## config.mk

```make
export PLATFORM = sky130hd
export DESIGN_NAME = frame_minmax_tracker_flat
export DESIGN_NICKNAME = d
export VERILOG_FILES = /design/src/rtl/frame_minmax_pkg.sv /design/src/rtl/frame_minmax_tracker_if.sv /design/src/rtl/four_bit_comparator.sv /design/src/rtl/frame_minmax_tracker.sv /design/src/flat_wrapper.sv
export SDC_FILE = /design/constraint.sdc
export NUM_CORES = 1
export LEC_CHECK = 0
export BUFFER_PORTS_ARGS = -buffer_cell sky130_fd_sc_hd__buf_2
export CORE_MARGIN = 3
export CORE_UTILIZATION = 30
export DETAILED_ROUTE_END_ITERATION = 8
export HOLD_SLACK_MARGIN = 0.15
export PLACE_DENSITY = 0.54
export SYNTH_ARGS = -nofsm -noshare
export SYNTH_HDL_FRONTEND = slang
export SYNTH_HIERARCHICAL = 1
export SYNTH_SLANG_ARGS = --single-unit
```

## constraint.sdc

```tcl
create_clock -name clk -period 2.1 [get_ports clk]
set_input_delay 0.105 -clock clk [delete_from_list [all_inputs] [get_ports clk]]
set_output_delay 0.105 -clock clk [all_outputs]
set_load 0.01 [all_outputs]
```

## src/rtl/frame_minmax_pkg.sv

```systemverilog
// rtl/frame_minmax_pkg.sv - shared constants and state encoding for frame_minmax_tracker
// Purpose : data/index widths and FSM state type used by the tracker, its
//           interface and the bench.
// Ports   : none (package).
package frame_minmax_pkg;

  localparam int DATA_W = 4;
  localparam int IDX_W  = 4;

  typedef enum logic [1:0] {
    ST_IDLE  = 2'd0,
    ST_ACCUM = 2'd1,
    ST_HOLD  = 2'd2
  } state_t;

endpackage

```

## src/rtl/frame_minmax_tracker_if.sv

```systemverilog
// rtl/frame_minmax_tracker_if.sv - sample-in / result-out handshake bundle
// Purpose : groups the sample stream and result handshake of the tracker.
// Ports   : master = upstream/downstream driver side, slave = tracker side.
//           in_valid/in_ready/in_data   sample handshake
//           out_valid/out_ready         result handshake
//           out_max/out_min/_idx        extremes and first-occurrence indices
//           out_all_equal               every sample of the frame identical
interface frame_minmax_tracker_if;
  import frame_minmax_pkg::*;

  logic              in_valid;
  logic              in_ready;
  logic [DATA_W-1:0] in_data;
  logic              out_valid;
  logic              out_ready;
  logic [DATA_W-1:0] out_max;
  logic [DATA_W-1:0] out_min;
  logic [IDX_W-1:0]  out_max_idx;
  logic [IDX_W-1:0]  out_min_idx;
  logic              out_all_equal;

  modport master (
    output in_valid, in_data, out_ready,
    input  in_ready, out_valid, out_max, out_min,
           out_max_idx, out_min_idx, out_all_equal
  );

  modport slave (
    input  in_valid, in_data, out_ready,
    output in_ready, out_valid, out_max, out_min,
           out_max_idx, out_min_idx, out_all_equal
  );

endinterface

```

## src/rtl/four_bit_comparator.sv

```systemverilog
// rtl/four_bit_comparator.sv - unsigned 4-bit magnitude comparator
// Purpose : pure combinational compare of two unsigned nibbles.
// Ports   : A, B              operands
//           A_greater_than_B  A > B
//           B_greater_than_A  B > A
//           equal             A == B
module four_bit_comparator (
  input  logic [3:0] A,
  input  logic [3:0] B,
  output logic       A_greater_than_B,
  output logic       B_greater_than_A,
  output logic       equal
);

  assign A_greater_than_B = (A > B);
  assign B_greater_than_A = (B > A);
  assign equal            = (A == B);

endmodule

```

## src/rtl/frame_minmax_tracker.sv

```systemverilog
// rtl/frame_minmax_tracker.sv - per-frame min/max/index/all-equal tracker
// Purpose : accumulates FRAME_LEN (2..16) unsigned samples and presents the
//           largest/smallest value, the first index of each, and whether all
//           samples were identical; result held until taken downstream.
// Ports   : clk  rising-edge clock
//           rst  asynchronous active-high reset
//           clr  synchronous frame abort (wins over accept and out_ready)
//           bus  frame_minmax_tracker_if.slave sample/result handshake
module frame_minmax_tracker
  import frame_minmax_pkg::*;
#(
  parameter int FRAME_LEN = 8
) (
  input  logic                         clk,
  input  logic                         rst,
  input  logic                         clr,
  frame_minmax_tracker_if.slave        bus
);

  localparam logic [IDX_W-1:0] LAST_IDX = IDX_W'(FRAME_LEN - 1);

  state_t            r_state;
  state_t            w_state_nxt;
  logic [DATA_W-1:0] r_max;
  logic [DATA_W-1:0] r_min;
  logic [IDX_W-1:0]  r_max_idx;
  logic [IDX_W-1:0]  r_min_idx;
  logic [IDX_W-1:0]  r_cnt;
  logic              r_all_eq;

  logic w_in_ready;
  logic w_take;
  logic w_gt_max, w_lt_max, w_eq_max;
  logic w_gt_min, w_lt_min, w_eq_min;
  logic w_unused_cmp;

  four_bit_comparator u_cmp_max (
    .A                (bus.in_data),
    .B                (r_max),
    .A_greater_than_B (w_gt_max),
    .B_greater_than_A (w_lt_max),
    .equal            (w_eq_max)
  );

  four_bit_comparator u_cmp_min (
    .A                (bus.in_data),
    .B                (r_min),
    .A_greater_than_B (w_gt_min),
    .B_greater_than_A (w_lt_min),
    .equal            (w_eq_min)
  );

  // Only the strict-greater vs max, strict-less vs min and equal-to-max
  // outcomes drive the datapath; the rest are intentionally unused.
  assign w_unused_cmp = w_lt_max & w_gt_min & w_eq_min;

  assign w_in_ready = (r_state != ST_HOLD);
  // clr suppresses acceptance in the same cycle.
  assign w_take     = bus.in_valid & w_in_ready & ~clr;

  assign bus.in_ready      = w_in_ready;
  assign bus.out_valid     = (r_state == ST_HOLD);
  assign bus.out_max       = r_max;
  assign bus.out_min       = r_min;
  assign bus.out_max_idx   = r_max_idx;
  assign bus.out_min_idx   = r_min_idx;
  assign bus.out_all_equal = r_all_eq;

  always_ff @(posedge clk or posedge rst) begin
    if (rst) begin
      r_state <= ST_IDLE;
    end else begin
      r_state <= w_state_nxt;
    end
  end

  always_comb begin
    w_state_nxt = r_state;
    case (r_state)
      ST_IDLE: begin
        if (w_take) w_state_nxt = ST_ACCUM;
      end
      ST_ACCUM: begin
        if (clr)                              w_state_nxt = ST_IDLE;
        else if (w_take && r_cnt == LAST_IDX) w_state_nxt = ST_HOLD;
      end
      ST_HOLD: begin
        // Leaving HOLD never accepts a sample: one bubble per frame.
        if (clr || bus.out_ready) w_state_nxt = ST_IDLE;
      end
      default: w_state_nxt = ST_IDLE;
    endcase
  end

  always_ff @(posedge clk or posedge rst) begin
    if (rst) begin
      r_max     <= '0;
      r_min     <= '0;
      r_max_idx <= '0;
      r_min_idx <= '0;
      r_cnt     <= '0;
      r_all_eq  <= 1'b0;
    end else if (w_take) begin
      if (r_state == ST_IDLE) begin
        r_max     <= bus.in_data;
        r_min     <= bus.in_data;
        r_max_idx <= '0;
        r_min_idx <= '0;
        r_cnt     <= IDX_W'(1);
        r_all_eq  <= 1'b1;
      end else begin
        // r_cnt is the 0-based position of the sample being accepted.
        if (w_gt_max) begin
          r_max     <= bus.in_data;
          r_max_idx <= r_cnt;
        end
        if (w_lt_min) begin
          r_min     <= bus.in_data;
          r_min_idx <= r_cnt;
        end
        if (!w_eq_max) r_all_eq <= 1'b0;
        // Saturate on the last sample so a 16-sample frame never wraps.
        if (r_cnt != LAST_IDX) r_cnt <= r_cnt + IDX_W'(1);
      end
    end
  end

endmodule

```

## src/flat_wrapper.sv

```systemverilog
// flat-port wrapper written by rule: the top's interface ports become plain ports
module frame_minmax_tracker_flat import frame_minmax_pkg::*;
#(
  parameter int FRAME_LEN = 8
)
  (clk, rst, clr, bus_in_valid, bus_in_data, bus_out_ready, bus_in_ready, bus_out_valid, bus_out_max, bus_out_min, bus_out_max_idx, bus_out_min_idx, bus_out_all_equal);
  frame_minmax_tracker_if bus_i ();
  input  logic clk;
  input  logic rst;
  input  logic clr;
  input wire logic [$bits(bus_i.in_valid)-1:0] bus_in_valid;
  input wire logic [$bits(bus_i.in_data)-1:0] bus_in_data;
  input wire logic [$bits(bus_i.out_ready)-1:0] bus_out_ready;
  output wire logic [$bits(bus_i.in_ready)-1:0] bus_in_ready;
  output wire logic [$bits(bus_i.out_valid)-1:0] bus_out_valid;
  output wire logic [$bits(bus_i.out_max)-1:0] bus_out_max;
  output wire logic [$bits(bus_i.out_min)-1:0] bus_out_min;
  output wire logic [$bits(bus_i.out_max_idx)-1:0] bus_out_max_idx;
  output wire logic [$bits(bus_i.out_min_idx)-1:0] bus_out_min_idx;
  output wire logic [$bits(bus_i.out_all_equal)-1:0] bus_out_all_equal;
  assign bus_i.in_valid = bus_in_valid;
  assign bus_i.in_data = bus_in_data;
  assign bus_i.out_ready = bus_out_ready;
  assign bus_in_ready = bus_i.in_ready;
  assign bus_out_valid = bus_i.out_valid;
  assign bus_out_max = bus_i.out_max;
  assign bus_out_min = bus_i.out_min;
  assign bus_out_max_idx = bus_i.out_max_idx;
  assign bus_out_min_idx = bus_i.out_min_idx;
  assign bus_out_all_equal = bus_i.out_all_equal;
  frame_minmax_tracker #(.FRAME_LEN(FRAME_LEN)) u_core (.clk(clk), .rst(rst), .clr(clr), .bus(bus_i));
endmodule
```

After elaboration in Yosys (flattened, before gate mapping)
Index checks and enable logic that the tools add are counted.
{"block": "totals", "reg_bits": 23, "in_bits": 9, "output_inout_bits": 19, "elab_cells": 51}
{"block": "classes", "addsub": 1, "magnitude_cmp": 2, "eq_ne": 10, "n_mux": 17, "n_bitwise": 3, "reduce_logical": 11}
{"operator": "$mux 4", "n": 10}
{"operator": "$gt 4x4->1", "n": 2}
{"operator": "$mux 2", "n": 4}
{"operator": "$reduce_and 2->1", "n": 4}
{"operator": "$pmux 2 s3", "n": 1}
{"operator": "$reduce_bool 2->1", "n": 3}
{"operator": "$add 4x1->4 const B", "n": 1}
{"operator": "$eq 4x3->1 const B", "n": 1}
{"operator": "$eq 4x4->1", "n": 1}
{"operator": "$ne 2x1->1 const B", "n": 2}
{"operator": "$ne 2x2->1 const B", "n": 2}
{"operator": "$ne 4x3->1 const B", "n": 1}
{"operator": "$ne 3x2->1 const B", "n": 1}
{"operator": "$reduce_and 3->1", "n": 1}
{"operator": "$and 1x1->1", "n": 2}
{"operator": "$eq 2x1->1 const B", "n": 1}
{"operator": "$eq 2x2->1 const B", "n": 1}
{"operator": "$logic_not 2->1", "n": 1}
{"operator": "$mux 1", "n": 2}
{"operator": "$logic_and 1x1->1", "n": 1}
{"operator": "$logic_or 1x1->1", "n": 1}
{"operator": "$not 1->1", "n": 1}

Longest topological paths before layout
Gate-level depths: netlist of the first run.
{"block": "logic_depth", "word_depth": 7, "mapped_depth": 9, "ltp_nobuf": 8}

Hierarchy
The synthesis of the first run kept the hierarchy.
{"module": "frame_minmax_tracker", "n_inst": 1, "cells_each": 102, "area_per_inst_um2": 1124.8, "seq_area_each_um2": 575.6}
{"module": "four_bit_comparator", "n_inst": 2, "cells_each": 16, "area_per_inst_um2": 128.9, "seq_area_each_um2": 0.0}

Worst setup path before layout of the first run
OpenSTA, ideal clock, no wires.
{"block": "synth_path", "path_type": "reg2reg", "from": "register u_core.r_max[1], in the netlist u_core/bus.out_max[1]", "to": "register u_core.r_max[1], in the netlist u_core/bus.out_max[1]", "setup_ps": 125, "t_arrival_ps": 1857, "t_required_ps": 1975, "path_slack_ps": 118, "stages_incl_launch_ff": 9, "n_path_buf": 1, "synth_period_minus_slack_ps": 1982, "cell_sequence": "dfrtp_1 -> ha_1 -> nor2b_4 -> o21bai_4 -> and2_1 -> clkbuf_2 -> nand2_1 -> a21oi_2 -> mux2_2"}
{"block": "synth_via", "elab_chain_cells": 3}
{"element": "start: declaration", "line_no": "frame_minmax_tracker.sv:24", "text": "logic [DATA_W-1:0] r_max;"}
{"element": "start signal: assignment", "line_no": "frame_minmax_tracker.sv:105", "text": "r_max <= bus.in_data;"}
{"element": "start signal: assignment", "line_no": "frame_minmax_tracker.sv:114", "text": "r_max <= bus.in_data;"}
{"element": "$gt 4x4->1", "line_no": "four_bit_comparator.sv:15", "text": "assign A_greater_than_B = (A > B);"}
{"element": "via u_core.w_gt_max", "line_no": "frame_minmax_tracker.sv:33", "text": "logic w_gt_max, w_lt_max, w_eq_max;"}
{"element": "$reduce_bool 2->1 (no source line)"}
{"element": "$reduce_and 2->1 (no source line)"}
The timed path passes the listed nets, and every way through them passes these cells.
A chain may end at the register's enable or synchronous reset.

Final worst setup path of the first run
{"block": "layout_path", "from": "input bus_in_data[1]", "to": "register u_core.r_max[1], in the netlist u_core/bus.out_max[1]"}
{"block": "layout_via", "elab_chain_cells": 3, "elab_cells_between_ends": 5, "cone_classes": "order compare: 1; mux: 2; reduce/logical: 2"}
{"element": "start: declaration", "line_no": "flat_wrapper.sv:12", "text": "input wire logic [$bits(bus_i.in_data)-1:0] bus_in_data;"}
{"element": "$gt 4x4->1", "line_no": "four_bit_comparator.sv:15"}
{"element": "via u_core.w_gt_max", "line_no": "frame_minmax_tracker.sv:33"}
{"element": "$reduce_bool 2->1 (no source line)"}
{"element": "$reduce_and 2->1 (no source line)"}
The timed path passes the listed nets, and every way through them passes these cells. The select of a mux whose other input is x is not followed.

==> results of run 1 <==
[critical path: cells and delay by family]
kind / cells / cell delay, ns
AO/OA/AOI/OAI: 2 / 0.33
buffers and inverters: 3 / 0.70
multiplexers: 1 / 0.36
adder cells (fa/ha/maj): 1 / 0.30
AND/OR/NAND/NOR: 3 / 0.40
[layout make-up]
type / instances / area (sq um) / share of cell area
repair buffers: 38 / 238 / 0.140
multi-input cells: 90 / 731 / 0.430
well taps: 50 / 62.6 / 0.0368
clock buffers: 4 / 45.0 / 0.0265
inverters: 13 / 48.8 / 0.0287
flip-flops and latches: 23 / 576 / 0.338
[power by group]
group	switching, mW	internal, mW
clock network	0.141	0.135
registers	0.0788	0.530
logic	0.256	0.256
[registers in the layout, indices dropped and copies added, names as in the netlist]
register	flops
u_core/bus.out_max_idx	4
u_core/r_cnt	4
u_core/r_state	2
u_core/bus.out_min_idx	4
u_core/bus.out_max	4
u_core/bus.out_all_equal	1
u_core/bus.out_min	4
[how the worst max path moves through the flow]
stage               cells after the start                     to  slack, ns                   from
floorplan                               8  u_core/bus.out_min[0]       0.15  u_core/bus.out_min[3]
global placement                        7  u_core/bus.out_min[2]       0.19  u_core/bus.out_min[3]
detailed placement                      7  u_core/bus.out_min[0]       0.13  u_core/bus.out_min[3]
CTS                                    10  u_core/bus.out_min[0]       0.03         bus_in_data[2]
global route                           10  u_core/bus.out_max[1]      -0.02         bus_in_data[1]
finish                                 10  u_core/bus.out_max[1]       0.06         bus_in_data[1]
[layer usage]
| layer | wire [um] | track usage | up-vias |
|---|---|---|---|
| met5 | 0 | 0 | - |
| met4 | 78 | 0.0684 | 0 |
| met3 | 118 | 0.0137 | 6 |
| met2 | 1440 | 0.193 | 30 |
| met1 | 1390 | 0.169 | 529 |
| li1 | - | - | 542 |
[cells in the final DEF, fill, tap and decap left out, types with 2 or more instances in the layout]
cell type / n
clkbuf_8: 3
a21oi_4: 3
nor2b_1: 8
dlygate4sd3_1: 8
dfrtp_1: 23
nand2b_1: 3
nand4_1: 2
a31oi_1: 9
ha_1: 9
o21ai_0: 4
nand2_1: 7
nor2_1: 4
nor2b_4: 2
buf_2: 27
o21bai_4: 2
o2bb2ai_1: 9
inv_1: 13
a21oi_1: 6
mux2_2: 7
buf_4: 3
[what timing repair did]
| item | in CTS | in global routing |
|---|---|---|
| gates resized for setup | 0 | 4 |
| hold buffers | 8 | 0 |
| setup endpoints to repair | 0 | 8 |
| buffers inserted | 0 | 0 |
| hold endpoints to repair | 33 | 0 |
==> key figures, run 1 <==
Status
  • Status: completed

Placement
  • Placement Cell Area: 1550 sq um
  • Hpwl dp: 2.23 mm
  • IO buf count: 27
  • Pre-CTS setup slack: 0.134 ns
  • Routability cong.: 0.784
  • Placed insts: 206

STA
  • Final setup margin: 0.0628 ns
  • Part of the cycle the worst path needs: 0.970
  • Slew Viols, Final: 0
  • Final-report hold violation count: 0
  • Min cycle time layout: 2.04 ns
  • Max Clk Rate: 491 MHz
  • Slew HR: 0.417
  • Worst hold slack: 0.510 ns
  • Actual slew at the worst max-slew pin: 0.874 ns
  • Post-Route Setup TNS: 0 ns
  • Setup Skew: 0.00313 ns
  • # setup viols final: 0

Final layout
  • Layout area overhead: 24.3%
  • Fin util: 0.405
  • Share of cells above drive strength 1: 0.292
  • Antenna diode count: 0
  • Post-layout net count: 187
  • Fin cells: 218
  • Post-route cell area: 1700 sq um
  • Filler cells: 407

Die
  • I/O pins: 28
  • Initial Util: 0.325
  • Die height: 73.5 um
  • Cell Rows: 23
  • Die Wd: 73.5 um
  • Core area: 4200 sq um
  • Die area: 5400 sq um

Route
  • Vias: 1107
  • Drt first pass iters: 4
  • WL/cell: 13.9 um
  • Vias per inst: 5.08
  • Residual DRC: 0
  • ANT nets after route: 0
  • DRT iter0 DRCs: 48
  • Drt total wl: 3.03 mm

Critical path
  • Critical path type: input port to register
  • Crit path DAT: 2.19 ns
  • WP data required: 2.25 ns
  • R2r setup slk: 0.17 ns
  • Startpoint type of the worst setup path: input port
  • Delay of the slowest cell on the worst path: 0.52 ns
  • CP Capture Type: register
  • CP max FO: 4
  • Worst r2r src: u_core/r_cnt[0]
  • Critical-path cell list: dlygate4sd3_1, buf_2, inv_1, ha_1, nor2b_4, o21bai_4, and2_1, nand2_1, a21oi_4, mux2_2
  • Slowest stage cell, crit path: dlygate4sd3_1
  • Worst r2r dst: u_core/r_state[1]
  • Worst R2R Path Depth: 5

GRT
  • Vias in the first global route: 1086
  • Initial antenna violation count: 0
  • Largest net degree at the start of global routing: 24
  • Gr ovfl total: 0
  • Tot GR Track Use: 0.125
  • First-pass GRT wire length: 5.18 mm

Yosys
  • Synth warn: 6
  • Mapped Cells: 132
  • Mean area per synthesized cell: 10.4 sq um
  • Mapped Nets: 150
  • Mapped Area: 1370 sq um

Clock network
  • Longest Clk Path Bufs: 2
  • Cts bufs inserted: 3
  • Clock-pin transition on the worst setup and hold timing paths: 0.08 ns
  • Root Driver: clkbuf_8
  • CTS tree: done
  • Clock latency on the worst-skew pair: 0.26 ns
  • Clock sinks: 23
  • H-Tree Depth: 1

Power and ir drop
  • Power consumption: 1.40 mW
  • Max rail drop VDD: 0.000250 V
  • PD cells: 822 nW/um^2
  • Static Leak: 0.806 nW

Hold path
  • Hold EP: u_core/bus.out_max_idx[3]
  • Hold depth: 1
  • Hold path startpoint: u_core/bus.out_max_idx[3]
  • Tightest Hold Check Type: register to register

Run
  • Max-cap violation count: 0
No activity file was read; power rests on OpenSTA's default activity.
==> inputs of run 2 (changes only) <==
--- a/config.mk
+++ b/config.mk
@@ -7,10 +7,10 @@
 export LEC_CHECK = 0
 export BUFFER_PORTS_ARGS = -buffer_cell sky130_fd_sc_hd__buf_2
 export CORE_MARGIN = 3
-export CORE_UTILIZATION = 30
+export CORE_UTILIZATION = 54
 export DETAILED_ROUTE_END_ITERATION = 8
 export HOLD_SLACK_MARGIN = 0.15
-export PLACE_DENSITY = 0.54
+export PLACE_DENSITY = 0.84
 export SYNTH_ARGS = -nofsm -noshare
 export SYNTH_HDL_FRONTEND = slang
 export SYNTH_HIERARCHICAL = 1
==> run 2 against run 1 <==
Critical path depth unchanged. Sequential share of layout area increased by 1.3 points. Clock skew increased by 0.0021 ns. Largest cell class unchanged. Final cell count decreased by 11%. Non-clock buffer count decreased by 1. Via count increased by 5.7%. Clock power decreased by 25%. Sequential power increased by 1%. Register-to-register slack got worse by 0.05 ns. Critical path type unchanged. Maximum frequency decreased by 1.6%. Hold slack got worse by 0.011 ns. First-iteration DRC count decreased by 44%.
==> key figures, run 2 (synthesis gave the netlist of run 1 again) <==
Critical path
  • Startpoint type of the worst setup path: input port
  • Critical path type: input port to register
  • Crit path DAT: 2.28 ns (+0.09 ns)
  • CP max FO: 4 (unchanged)
  • R2r setup slk: 0.12 ns (-0.05 ns)
  • WP data required: 2.31 ns (+0.06 ns)
  • Worst r2r src: u_core/r_cnt[1]
  • Worst R2R Path Depth: 5 (unchanged)
  • Critical Path Source: bus_in_data[1]
  • Worst r2r dst: u_core/r_state[1]
  • CP Capture Type: register

STA
  • # setup viols final: 0 (unchanged)
  • Actual slew at the worst max-slew pin: 0.867 ns (-0.00679 ns)
  • Max Clk Rate: 483 MHz (-1.6%)
  • Worst hold slack: 0.498 ns (-0.0115 ns)
  • Final setup margin: 0.0295 ns (-0.0332 ns)
  • Slew HR: 0.421 (+0.00453)
  • Slew Viols, Final: 0 (unchanged)
  • Part of the cycle the worst path needs: 0.986 (+0.0158)
  • Setup Skew: 0.00523 ns (+0.00210 ns)
  • Min cycle time layout: 2.07 ns (+0.0332 ns)
  • Post-Route Setup TNS: 0 ns (unchanged)
  • Final-report hold violation count: 0 (unchanged)

Clock network
  • Cts bufs inserted: 3 (unchanged)
  • H-Tree Depth: 1 (unchanged)
  • Root Driver: clkbuf_4
  • Clock sinks: 23 (unchanged)
  • CTS tree: done
  • Clock-pin transition on the worst setup and hold timing paths: 0.13 ns (+0.05 ns)
  • Clock latency on the worst-skew pair: 0.31 ns (+0.05 ns)
  • Longest Clk Path Bufs: 2 (unchanged)

Placement
  • Routability cong.: 0.785 (about the same)
  • Placed insts: 183 (-11%)
  • Pre-CTS setup slack: 0.181 ns (+0.0470 ns)
  • Placement Cell Area: 1520 sq um (-2.3%)
  • IO buf count: 27 (unchanged)
  • Hpwl dp: 2.14 mm (-4.0%)

Final layout
  • Post-route cell area: 1640 sq um (-3.8%)
  • Antenna diode count: 0 (unchanged)
  • Fin util: 0.712 (+0.308)
  • Filler cells: 193 (-53%)
  • Fin cells: 195 (-11%)
  • Post-layout net count: 186 (-0.53%)
  • Layout area overhead: 19.7%
  • Commonest non-fill, non-tap cell in the layout: buf_2
  • Share of cells above drive strength 1: 0.281 (-0.0102)
  • Most frequent cells in the layout: 27 x buf_2, 23 x dfrtp_1, 13 x inv_1

GRT
  • Largest net degree at the start of global routing: 24 (unchanged)
  • Tot GR Track Use: 0.215 (+0.0908)
  • Vias in the first global route: 1139 (+4.9%)
  • First-pass GRT wire length: 5.34 mm (+3.1%)
  • Initial antenna violation count: 0 (unchanged)
  • Gr ovfl total: 0 (unchanged)

Route
  • Vias per inst: 6.00 (+18%)
  • ANT nets after route: 0 (unchanged)
  • Vias: 1170 (+5.7%)
  • WL/cell: 16.3 um (+17%)
  • Met2 wire len: 1.62 mm (+13%)
  • Drt total wl: 3.18 mm (+5.1%)
  • Top layer reached by signal wires: met4
  • Drt first pass iters: 4 (unchanged)
  • WL met3: 157 um (+33%)
  • Residual DRC: 0 (unchanged)
  • DRT iter0 DRCs: 27 (-44%)
  • DRT met1 WL: 1.33 mm (-4.3%)

Power and ir drop
  • Power consumption: 1.33 mW (-5.2%)
  • PD cells: 810 nW/um^2 (-1.5%)
  • Max rail drop VDD: 0.000534 V (+110%)
  • Static Leak: 0.791 nW (-1.8%)

Status
  • Status: completed

Run
  • Max-cap violation count: 0 (unchanged)

Die
  • Die height: 56.3 um (-23%)
  • Initial Util: 0.595 (+0.270)
  • Die Wd: 56.3 um (-23%)
  • Die area: 3170 sq um (-41%)
  • Cell Rows: 17 (-26%)
  • Core area: 2300 sq um (-45%)
  • I/O pins: 28 (unchanged)

Hold path
  • Tightest Hold Check Type: input port to asynchronous set/reset pin
run 2: cell count changes in the layout (fill, tap and decap cells not counted):
cell / delta
a21oi_2: +1
a21oi_4: -1
buf_4: -1
clkbuf_4: +3
clkbuf_8: -3
nand2_1: +1
nand2_2: -1
run 2: repair_timing:
action | in CTS | in global routing
endpoints found under the setup margin | 0 | 8
hold buffers | 8 | 0
setup buffers | 0 | 0
gates resized for setup | 0 | 2
endpoints found under the hold margin | 33 | 0
run 2: area by class of cell:
cell class	instances	area, sq um	area share
Multi-Input combinational cell	90	721	0.440
Sequential cell	23	576	0.352
Timing Repair Buffer	37	230	0.141
Inverter	13	48.8	0.0298
Tap cell	28	35.0	0.0214
Clock buffer	4	26.3	0.0161
run 2: worst max-delay path, stage by stage:
cell	delay, ns
dlygate4sd3_1	0.54
buf_2	0.16
inv_1	0.06
ha_1	0.31
nor2b_4	0.14
o21bai_4	0.09
and2_1	0.15
nand2_1	0.11
a21oi_4	0.25
mux2_2	0.36
run 2: worst max-delay path by stage:
| stage | to | slack [ns] | cells after the start |
|---|---|---|---|
| 5_1_grt | u_core/bus.out_max[2] | -0.03 | 10 |
| 3_5_place_dp | u_core/bus.out_min[0] | 0.18 | 7 |
| 4_1_cts | u_core/bus.out_max[3] | 0.09 | 10 |
| 6_report | u_core/bus.out_max[3] | 0.03 | 10 |
| 2_1_floorplan | u_core/bus.out_min[0] | 0.15 | 8 |
| 3_3_place_gp | u_core/bus.out_min[0] | 0.21 | 7 |
run 2: routing by layer:
layer / vias to the layer above / GRT usage
met5: - / 0
met4: 0 / 0.0847
met3: 8 / 0.0230
met2: 40 / 0.376
met1: 579 / 0.271
li1: 543 / -
run 2: power by group:
part	switching, mW	internal [mW]
registers	0.0873	0.530
clock network	0.133	0.0743
logic	0.251	0.251
==> inputs of run 3 (changes only) <==
--- a/config.mk
+++ b/config.mk
@@ -11,6 +11,7 @@
 export DETAILED_ROUTE_END_ITERATION = 8
 export HOLD_SLACK_MARGIN = 0.15
 export PLACE_DENSITY = 0.84
+export SETUP_SLACK_MARGIN = 0.15
 export SYNTH_ARGS = -nofsm -noshare
 export SYNTH_HDL_FRONTEND = slang
 export SYNTH_HIERARCHICAL = 1
==> run 3 against run 2 <==
Die area stayed put. Clock power hardly changed. Wire length up 1.5%. Utilization increased by 4.0 points. Critical path type is now register to register.
==> key figures, run 3 (synthesis gave the netlist of run 1 again) <==
Route
  • Vias: 1169 (-0.085%)
  • WL/cell: 16.1 um (-1.0%)
  • ANT nets after route: 0 (unchanged)
  • Drt first pass iters: 4 (unchanged)
  • Residual DRC: 0 (unchanged)
  • DRT iter0 DRCs: 57 (+110%)
  • Vias per inst: 5.85 (-2.6%)
  • Drt total wl: 3.23 mm (+1.5%)

STA
  • Min cycle time layout: 1.98 ns (-0.0895 ns)
  • Final-report hold violation count: 0 (unchanged)
  • Post-Route Setup TNS: 0 ns (unchanged)
  • Worst hold slack: 0.433 ns (-0.0653 ns)
  • Setup Skew: 0.0110 ns (+0.00577 ns)
  • Slew HR: 0.393 (-0.0280)
  • Max Clk Rate: 505 MHz (+4.5%)
  • # setup viols final: 0 (unchanged)
  • Slew Viols, Final: 0 (unchanged)
  • Part of the cycle the worst path needs: 0.943 (-0.0426)
  • RSZ-0062 raised after global routing: yes
  • Actual slew at the worst max-slew pin: 0.909 ns (+0.0420 ns)

Final layout
  • Post-layout net count: 191 (+2.7%)
  • Antenna diode count: 0 (unchanged)
  • Layout area overhead: 26.3%
  • Fin cells: 200 (+2.6%)
  • Most frequent cells in the layout: 27 x buf_2, 21 x dfrtp_1, 13 x inv_1
  • Commonest non-fill, non-tap cell in the layout: buf_2
  • Post-route cell area: 1730 sq um (+5.6%)
  • Share of cells above drive strength 1: 0.349 (+0.0674)

Clock network
  • Root Driver: clkbuf_4
  • Clock sinks: 23 (unchanged)
  • Clock latency on the worst-skew pair: 0.31 ns (about the same)
  • Longest Clk Path Bufs: 2 (unchanged)
  • Cts bufs inserted: 3 (unchanged)
  • CTS tree: done
  • H-Tree Depth: 1 (unchanged)
  • Clock-pin transition on the worst setup and hold timing paths: 0.13 ns (about the same)

Die
  • Die area: 3170 sq um (unchanged)
  • Core area: 2300 sq um (unchanged)
  • Die height: 56.3 um (unchanged)
  • Initial Util: 0.595 (unchanged)
  • Die Wd: 56.3 um (unchanged)
  • I/O pins: 28 (unchanged)
  • Cell Rows: 17 (unchanged)

Placement
  • IO buf count: 27 (unchanged)
  • Routability cong.: 0.782 (-0.28%)
  • Placement Cell Area: 1520 sq um (+0.50%)
  • Hpwl dp: 2.07 mm (-3.1%)
  • Placed insts: 184 (+0.55%)

Critical path
  • CP max FO: 4 (unchanged)
  • Startpoint type of the worst setup path: register
  • Worst R2R Path Depth: 7 (+2)
  • CP Capture Type: register
  • Worst r2r dst: u_core/bus.out_min[2]
  • Critical path type: register to register
  • Worst r2r src: u_core/bus.out_min[2]
  • R2r setup slk: 0.12 ns (about the same)
  • Crit path DAT: 2.19 ns (-0.09 ns)
  • WP data required: 2.31 ns (about the same)
  • Critical Path Source: u_core/bus.out_min[2]
  • Critical Path Sink: u_core/bus.out_min[2]

Power and ir drop
  • PD cells: 807 nW/um^2 (-0.41%)
  • Max rail drop VDD: 0.000505 V (-5.5%)
  • Static Leak: 0.818 nW (+3.4%)
  • Power consumption: 1.39 mW (+5.2%)

Status
  • Status: completed

GRT
  • Vias in the first global route: 1129 (-0.88%)
  • First-pass GRT wire length: 5.01 mm (-6.2%)
  • Initial antenna violation count: 0 (unchanged)
  • Tot GR Track Use: 0.196 (-0.0191)
  • Gr ovfl total: 0 (unchanged)
  • Largest net degree at the start of global routing: 24 (unchanged)

Hold path
  • Tightest Hold Check Type: input port to register

Run
  • Max-cap violation count: 0 (unchanged)
-- run 3: power by group --
group | internal (mW) | switching (mW)
Combinational | 0.297 | 0.271
Sequential | 0.531 | 0.0911
Clock | 0.0740 | 0.130
Total | 0.901 | 0.493
-- run 3: final cells by class --
cell class | count | area [sq um]
sequential | 23 | 578
tap | 28 | 35.0
multi-input combinational | 90 | 772
clock buffer | 4 | 26.3
timing repair buffer | 42 | 268
inverter | 13 | 48.8
fill | 155 | 569
-- run 3: timing repair --
action / CTS / global route
setup buffers: 0 / 4
gates resized for setup: 0 / 11
endpoints found under the hold margin: 33 / 0
setup endpoints to repair: 0 / 9
hold buffers: 8 / 0
-- run 3: per-stage QoR --
stage / setup slack, ns / utilization
final: 0.119 / 0.752
after global routing: 0.0707 / 0.752
after CTS: 0.155 / 0.709
after detailed placement: 0.188 / 0.663
after global placement: 0.225 / 0.663
after floorplan: 0.159 / -
-- run 3: critical path, stage by stage, from the launching register on --
cell and delay [ns]:
dfrtp_1 0.44, ha_1 0.30, nand2_1 0.07, o21bai_4 0.18, a21oi_4 0.17, nand2_2 0.09, a21oi_4 0.25, mux2_2 0.38
-- run 3: worst min-delay path by stage --
stage	cells after the start	to	start
after floorplan	1	u_core/bus.out_all_equal	rst
final	7	u_core/bus.out_all_equal	bus_in_data[2]
after global placement	2	u_core/r_state[1]	clr
after global routing	7	u_core/bus.out_all_equal	bus_in_data[1]
after detailed placement	2	u_core/r_state[1]	clr
after CTS	7	u_core/bus.out_all_equal	bus_in_data[2]
-- run 3: routing by layer --
| layer | up-vias | track usage | part of all wire |
|---|---|---|---|
| li1 | 556 | - | - |
| met1 | 573 | 0.256 | 0.44 |
| met2 | 40 | 0.344 | 0.51 |
| met3 | 0 | 0.0299 | 0.049 |
| met4 | 0 | 0.0407 | 0 |
| met5 | - | 0 | 0 |
